[src/rtl/core_sequencer.sv]
// Run-control and fetch sequencer for the 8-bit accumulator core.
// Optional breakpoint compare is built when SEQ_BREAKPOINT_EN is defined.
module core_sequencer #(
  parameter int PC_W    = 8,
  parameter int INSTR_W = 8,
  parameter int TO_CYC  = 15,
  parameter int CNT_W   = 16
) (
  input  logic               CLK,
  input  logic               RSTN,
  input  logic [PC_W-1:0]    PC,
  input  logic               RUN,
  input  logic               STEP,
  input  logic               HALT,
  output logic [PC_W-1:0]    IMEM_ADDR,
  output logic               IMEM_REQ,
  input  logic               IMEM_ACK,
  input  logic [INSTR_W-1:0] IMEM_RDATA,
  output logic [INSTR_W-1:0] INSTR,
  output logic               CORE_EN,
  output logic               HALTED,
  output logic               FAULT,
`ifdef SEQ_BREAKPOINT_EN
  input  logic [PC_W-1:0]    BP_ADDR,
  output logic               BP_HIT,
`endif
  output logic [CNT_W-1:0]   RETIRED
);

  // state    | meaning
  // ST_IDLE  | halted, waiting for RUN or STEP
  // ST_FETCH | REQ high until ACK or timeout
  // ST_EXEC  | one-cycle core enable, instruction retires
  // ST_ERROR | fetch timed out, sticky until reset
  typedef enum logic [1:0] {ST_IDLE, ST_FETCH, ST_EXEC, ST_ERROR} state_t;

  localparam logic [7:0] TO_LIM = 8'(TO_CYC);

  state_t             state_q, state_d;
  logic [INSTR_W-1:0] instr_q, instr_d;
  logic               fault_q, fault_d;
  logic [CNT_W-1:0]   retired_q, retired_d;
  logic [7:0]         to_cnt_q, to_cnt_d;
  logic [7:0]         to_cnt_inc;
  logic               step_only_q, step_only_d;
  logic               halt_pend_q, halt_pend_d;
`ifdef SEQ_BREAKPOINT_EN
  logic               bp_hit_q, bp_hit_d;
  logic               bp_chk_q, bp_chk_d;
`endif

  assign to_cnt_inc = to_cnt_q + 8'd1;

  always_comb begin
    state_d     = state_q;
    instr_d     = instr_q;
    fault_d     = fault_q;
    retired_d   = retired_q;
    to_cnt_d    = to_cnt_q;
    step_only_d = step_only_q;
    halt_pend_d = halt_pend_q;
`ifdef SEQ_BREAKPOINT_EN
    bp_hit_d    = bp_hit_q;
    bp_chk_d    = bp_chk_q;
`endif
    case (state_q)
      ST_IDLE: begin
        halt_pend_d = 1'b0;
        if (RUN || STEP) begin
          state_d     = ST_FETCH;
          step_only_d = !RUN;
          to_cnt_d    = 8'd0;
`ifdef SEQ_BREAKPOINT_EN
          bp_hit_d    = 1'b0;
          bp_chk_d    = 1'b0;
`endif
        end
      end
      ST_FETCH: begin
        if (HALT) halt_pend_d = 1'b1;
`ifdef SEQ_BREAKPOINT_EN
        // The PC after an EXEC is only valid now, so the first free-run
        // FETCH cycle is spent on the compare with REQ held low.
        if (bp_chk_q) begin
          bp_chk_d = 1'b0;
          if (PC == BP_ADDR) begin
            state_d     = ST_IDLE;
            bp_hit_d    = 1'b1;
            halt_pend_d = 1'b0;
          end
        end else
`endif
        if (IMEM_ACK) begin
          instr_d = IMEM_RDATA;
          state_d = ST_EXEC;
        end else if (to_cnt_inc == TO_LIM) begin
          state_d = ST_ERROR;
          fault_d = 1'b1;
        end else begin
          to_cnt_d = to_cnt_inc;
        end
      end
      ST_EXEC: begin
        retired_d = retired_q + CNT_W'(1);
        if (step_only_q || halt_pend_q || HALT || !RUN) begin
          state_d     = ST_IDLE;
          halt_pend_d = 1'b0;
        end else begin
          state_d  = ST_FETCH;
          to_cnt_d = 8'd0;
`ifdef SEQ_BREAKPOINT_EN
          bp_chk_d = 1'b1;
`endif
        end
      end
      ST_ERROR: state_d = ST_ERROR;
      default:  state_d = ST_IDLE;
    endcase
  end

  always_ff @(posedge CLK) begin
    if (!RSTN) begin
      state_q     <= ST_IDLE;
      instr_q     <= '0;
      fault_q     <= 1'b0;
      retired_q   <= '0;
      to_cnt_q    <= 8'd0;
      step_only_q <= 1'b0;
      halt_pend_q <= 1'b0;
`ifdef SEQ_BREAKPOINT_EN
      bp_hit_q    <= 1'b0;
      bp_chk_q    <= 1'b0;
`endif
    end else begin
      state_q     <= state_d;
      instr_q     <= instr_d;
      fault_q     <= fault_d;
      retired_q   <= retired_d;
      to_cnt_q    <= to_cnt_d;
      step_only_q <= step_only_d;
      halt_pend_q <= halt_pend_d;
`ifdef SEQ_BREAKPOINT_EN
      bp_hit_q    <= bp_hit_d;
      bp_chk_q    <= bp_chk_d;
`endif
    end
  end

  assign IMEM_ADDR = PC;
`ifdef SEQ_BREAKPOINT_EN
  assign IMEM_REQ  = (state_q == ST_FETCH) && !bp_chk_q;
  assign BP_HIT    = bp_hit_q;
`else
  assign IMEM_REQ  = (state_q == ST_FETCH);
`endif
  assign CORE_EN   = (state_q == ST_EXEC);
  assign HALTED    = (state_q == ST_IDLE) || (state_q == ST_ERROR);
  assign INSTR     = instr_q;
  assign FAULT     = fault_q;
  assign RETIRED   = retired_q;

endmodule

[config.mk]
export PLATFORM = sky130hd
export DESIGN_NAME = core_sequencer
export DESIGN_NICKNAME = d
export VERILOG_FILES = /design/src/rtl/core_sequencer.sv
export SDC_FILE = /design/constraint.sdc
export NUM_CORES = 1
export LEC_CHECK = 0
export CORE_MARGIN = 2
export CORE_UTILIZATION = 51
export DETAILED_ROUTE_END_ITERATION = 12
export MAX_ROUTING_LAYER = met4
export PLACE_DENSITY = 0.92
export SETUP_SLACK_MARGIN = 0.2
export SYNTH_ARGS = -nofsm -noshare
export SYNTH_HDL_FRONTEND = slang
export SYNTH_SLANG_ARGS = --single-unit
export TNS_END_PERCENT = 10
[constraint.sdc]
create_clock -name CLK -period 2.9 [get_ports CLK]
set_input_delay 0.58 -clock CLK [delete_from_list [all_inputs] [get_ports CLK]]
set_output_delay 0.58 -clock CLK [all_outputs]
set_load 0.02 [all_outputs]
### Yosys cells after proc, flatten, opt, wreduce, memory -nomap -nowiden

Index checks and enable logic that the tools add are counted.

| cells by class | value |
|---|---|
| reduce and logical (&&, ||, !) cells | 14 |
| add/subtract/negate cells | 2 |
| eq/ne operators | 11 |
| bitwise operators | 1 |
| multiplexer cells | 13 |

Operator list:

| operator | count |
|---|---|
| $mux W8 | 4 |
| $pmux W8 S3 | 1 |
| $add A16 B1 Y16 const B | 1 |
| $ne A2 B2 Y1 const B | 5 |
| $add A8 B1 Y8 const B | 1 |
| $eq A8 B4 Y1 const B | 1 |
| $pmux W2 S4 | 1 |
| $mux W2 | 3 |
| $reduce_and A2 Y1 | 3 |
| $reduce_and A3 Y1 | 2 |
| $logic_or A1 B1 Y1 | 5 |
| $reduce_and A5 Y1 | 1 |
| $eq A2 B2 Y1 const B | 2 |
| $mux W1 | 3 |
| $ne A3 B1 Y1 const B | 1 |
| $pmux W1 S3 | 1 |
| $reduce_bool A3 Y1 | 1 |
| $eq A2 B1 Y1 const B | 1 |
| $logic_not A2 Y1 | 1 |
| $ne A2 B1 Y1 const B | 1 |
| $logic_not A1 Y1 | 1 |
| $not A1 Y1 | 1 |

| storage, ports and cells | value |
|---|---|
| output and inout port bits | 36 |
| bits in registers | 37 |
| word-level logic and storage cells | 48 |

### Longest topological paths before layout

| depth | value |
|---|---|
| word-level depth | 5 |
| mapped depth | 9 |
| gate-level depth less buffers | 7 |

### Worst setup path before layout

OpenSTA, ideal clock, no wires.

| timing path | value |
|---|---|
| kind | register to register |
| start point | reg state_q[0] |
| end point | reg retired_q[15], in the netlist RETIRED[15] |
| stages on the path, launching flop included | 10 |
| buffers on the path | 2 |
| arrival time | 1734 ps |
| required time | 2772 ps |
| slack | 1039 ps |
| clock period less this slack | 1861 ps |
| library setup time | 128 ps |
| path through | dfxtp_1 > inv_1 > ha_1 > buf_2 > and3_1 > buf_2 > nand3_1 > nor4_1 > xnor2_1 > nor2_1 |

| between the ends | value |
|---|---|
| word-level cells in the longest chain between the ends | 1 |

Ends and longest elaborated chain:

| item | line | text |
|---|---|---|
| from (decl) | 39 | `state_t state_q, state_d;` |
| from (signal assigned) | 135 | `state_q <= state_d;` |
| $eq A2 B2 Y1 | - |  |
| net CORE_EN | 20 | `output logic CORE_EN,` |
| to (signal assigned) | 138 | `retired_q <= retired_d;` |
| to (decl) | 42 | `logic [CNT_W-1:0] retired_q, retired_d;` |

The timed path passes the listed nets, and every way through them passes these cells.
A chain may end at the register's enable or synchronous reset.

### Worst setup path in the final report

| timing path | value |
|---|---|
| start point | reg state_q[1] |
| end point | out IMEM_REQ |

| between the ends | value |
|---|---|
| word-level cells in the longest chain between the ends | 1 |

Ends and longest elaborated chain:

| item | line | text |
|---|---|---|
| $eq A2 B1 Y1 | 154 | `assign IMEM_REQ = (state_q == ST_FETCH);` |
| to (decl) | 16 | `output logic IMEM_REQ,` |

No other way between the ends.

==> results.md <==
- Synth warn: 0
- Min-delay src: INSTR[2]$_SDFFE_PN0P_
- Initial Util: 0.537
- Fin Hold WS: about 0.46 ns
- Peak VDD IR: 0.364 mV
- Post_cts resized: 0
- Finish-stage setup viols: 0
- Clk slew on worst S/H paths: 0.07 ns
- Die Height: 66.6 um
- Via/cell ratio: roughly 5.7
- Clk_skew: roughly 0.0080 ns
- Cell leakage power: between 0.8 and 0.9 nW
- Post-Synthesis Cells: 236
- Share of layout cells above drive strength 1: 0.0741
- Final worst setup slack: around 0.38 ns
- Hold Path Depth: 2
- Die Area: 4430 um2
- CTS Hold Bufs: 0
- Num ports: 58
- Pwr dens: around 500 nW/um2
- Status: completed
- Fin crit period: between 2 and 3 ns
- Yosys reg bits: 37
- RSZ-0062 raised after global routing: no
- CP Max Fanout: 14
- Synth async-reset ratio: 0
- Drt pass-1 iters: 4
- Place WS: roughly 0.35 ns
- Total number of vias: between 1,500 and 2,000
- DP Wirelength: between 3000 and 4000 um
- CTS Buffer Depth: 2
- Final wirelength: around 4500 um
- Syn nets: about 270
- Worst reg2reg path depth: 6
- Arr. time, crit path: roughly 1.9 ns
- Post-synthesis sequential area ratio: 0.371
- CP bufs+invs: 2
- Yosys cell types: 52
- Crit path required time: 2.32 ns
- Metal2 WL: 2250 um
- R2r endpoint: to_cnt_q[3]$_SDFFE_PN0P_
- CTS tree: built
- R2R Path Start: state_q[1]$_SDFFE_PN0P_
- GRT overflow: 0
- First-pass GRT wire length: about 7300 um
- Post-Syn Area per Cell: 8.46 um2
- DRT met1 WL: between 1500 and 2000 um
- Met3 WL: between 200 and 300 um
- Startpoint Class: register
- Critical Path Source: state_q[1]$_SDFFE_PN0P_
- Row count: 22
- Antenna violations before repair: 0
- H-tree depth: 2
- Worst-margin pin slew: between 0.8 and 0.9 ns
- Worst hold endpoint: INSTR[2]$_SDFFE_PN0P_
- Syn Std Cell Area: roughly 2000 um2
- Clk sinks: 37
- Max cap viols: 0
- Placed cells: 310
- Area grow syn2layout: 23.9%
- Final Cycle Share: 0.867
- Vias in the first global route: roughly 1,800
- Final Util: 0.666
- Post-CTS Setup Inserts: 0
- Reg2reg setup slack: between 0.6 and 0.7 ns
- Min-Delay Path Class: register to register
- Kind of critical path: register to output pin
- Main synth FF type: dfxtp_1
- Core outline area: roughly 3700 um2
- WL/cell: 14.2 um
- Worst slew margin: 0.425
- GRT Util Overall: 0.220
- Post-DRT Antenna Nets: 0
- RePlAce Congestion: roughly 0.88
- Slowest-stage cell, CP: clkdlybuf4s50_1
- Die width: between 60 and 70 um
- CP max stage delay: just over 0.7 ns
- Hold Vio Cnt, Final: 0
- Crit path max-delay family: buffers and inverters
- Top Layer Used: met4
- Largest net degree at the start of global routing: 36
- Port Buffers: slightly above 40
- Clock Latency Late Sink: 0.29 ns
- Number of buffers created by CTS: 5
- Crit path cell chain: inv_1 > ha_1 > clkdlybuf4s50_1
- FMAX: ~0.4 GHz
- Root buf cell: clkbuf_8
- Post-synth EDFFs: 0
- Layout Cells excl Fill: roughly 320
- Final Net Count: around 300
- Antenna diode count: 0
- Critical path endpoint category: output pin
- Post-route setup TNS: 0 ns
- Final Max Slew Viols: 0
- Number of remaining DRC errors: 0
- DRT iter0 DRCs: 100
-- registers in the layout (all words and copies together), names as in the netlist --
signal / flops
halt_pend_q: 1
FAULT: 1
state_q: 2
RETIRED: 16
step_only_q: 1
INSTR: 8
to_cnt_q: 8
-- cell usage in the layout (no fill, tap or decap), types with 2 or more instances in the layout --
master,count
nand3_1,10
o2111ai_1,2
buf_4,2
nand4_1,4
nand2_1,32
or3b_1,2
ha_1,8
xnor2_1,5
a21o_1,3
o311ai_1,2
or3_1,3
clkdlybuf4s50_1,41
nor2_1,24
xor2_1,9
clkbuf_8,6
nor4_1,3
inv_1,8
a21oi_1,17
nor3_1,8
o21ai_0,5
o211ai_1,2
dfxtp_1,37
a31oi_1,4
and3_1,4
nor4b_2,2
-- worst max path at each step --
| stage | endpoint | slack (ns) | depth (start not counted) |
|---|---|---|---|
| after floorplan | RETIRED[15]$_SDFFE_PN0P_ | 1.04 | 9 |
| after global placement | to_cnt_q[3]$_SDFFE_PN0P_ | 0.45 | 5 |
| after detailed placement | to_cnt_q[3]$_SDFFE_PN0P_ | 0.35 | 5 |
| after CTS | IMEM_REQ | 0.40 | 3 |
| after global routing | IMEM_REQ | 0.33 | 3 |
| final | IMEM_REQ | 0.38 | 3 |
-- cells by family after synthesis --
group,after synthesis,synth area share
DFF,37,0.371
adders and majority gates,8,0.0501
xor gates and xnor gates,14,0.0614
and+or+nand+nor,101,0.260
AOI/OAI and AO/OA,48,0.168
muxes,2,0.0107
buffers and inverters,26,0.0789
-- synthesized netlist by cell type (all sizes together) (2+ instances only) --
library cell,number,area (um2)
a21o,3,22.5
a21oi,17,85.1
a31oi,4,25.0
and3,5,36.3
buf,11,81.3
clkbuf,6,42.5
dfxtp,37,741
ha,8,100
inv,8,30.0
nand2,32,120
nand3,11,67.6
nand4,4,25.0
nor2,24,90.1
nor3,8,40.0
nor3b,2,20.0
nor4,3,18.8
nor4b,2,30.0
o2111ai,2,17.5
o211ai,2,15.0
o21ai,6,30.0
o311ai,2,17.5
or3,3,18.8
or3b,2,17.5
xnor2,5,43.8
xor2,9,78.8
-- report_power, final --
part	internal [mW]	leakage [nW]	switching, mW
clock	0.280	0.0585	0.183
sequential	0.528	0.299	0.0182
combinational	0.0955	0.517	0.132
total	0.904	0.875	0.333
-- area by class of cell --
cell class,instances,area (um2)
Clock buffer,7,86.3
Clock inverter,1,30.0
Fill cell,299,1240
Inverter,9,33.8
Multi-Input combinational cell,173,1100
Sequential cell,37,741
Tap cell,48,60.1
Timing Repair Buffer,43,425
-- worst reg2reg max path: stages (launching register included) --
cell	delay, ns
dfxtp_1	0.41
inv_1	0.10
ha_1	0.37
a21oi_1	0.25
o211ai_1	0.36
a32o_1	0.40
a211o_1	0.27
-- layer usage --
| layer | vias up | track usage |
|---|---|---|
| li1 | 893 | - |
| met1 | 840 | 0.241 |
| met2 | 79 | 0.368 |
| met3 | 11 | 0.0490 |
| met4 | 0 | 0.128 |
| met5 | - | - |
-- metrics by stage --
| stage | total power [mW] | cell area, um2 |
|---|---|---|
| after floorplan | 0.725 | 2000 |
| after global placement | 0.773 | 2360 |
| after detailed placement | 0.781 | 2360 |
| after CTS | 1.24 | 2470 |
| after global routing | 1.29 | 2470 |
| final | 1.24 | 2470 |
Power figures use the tool's default switching activity.
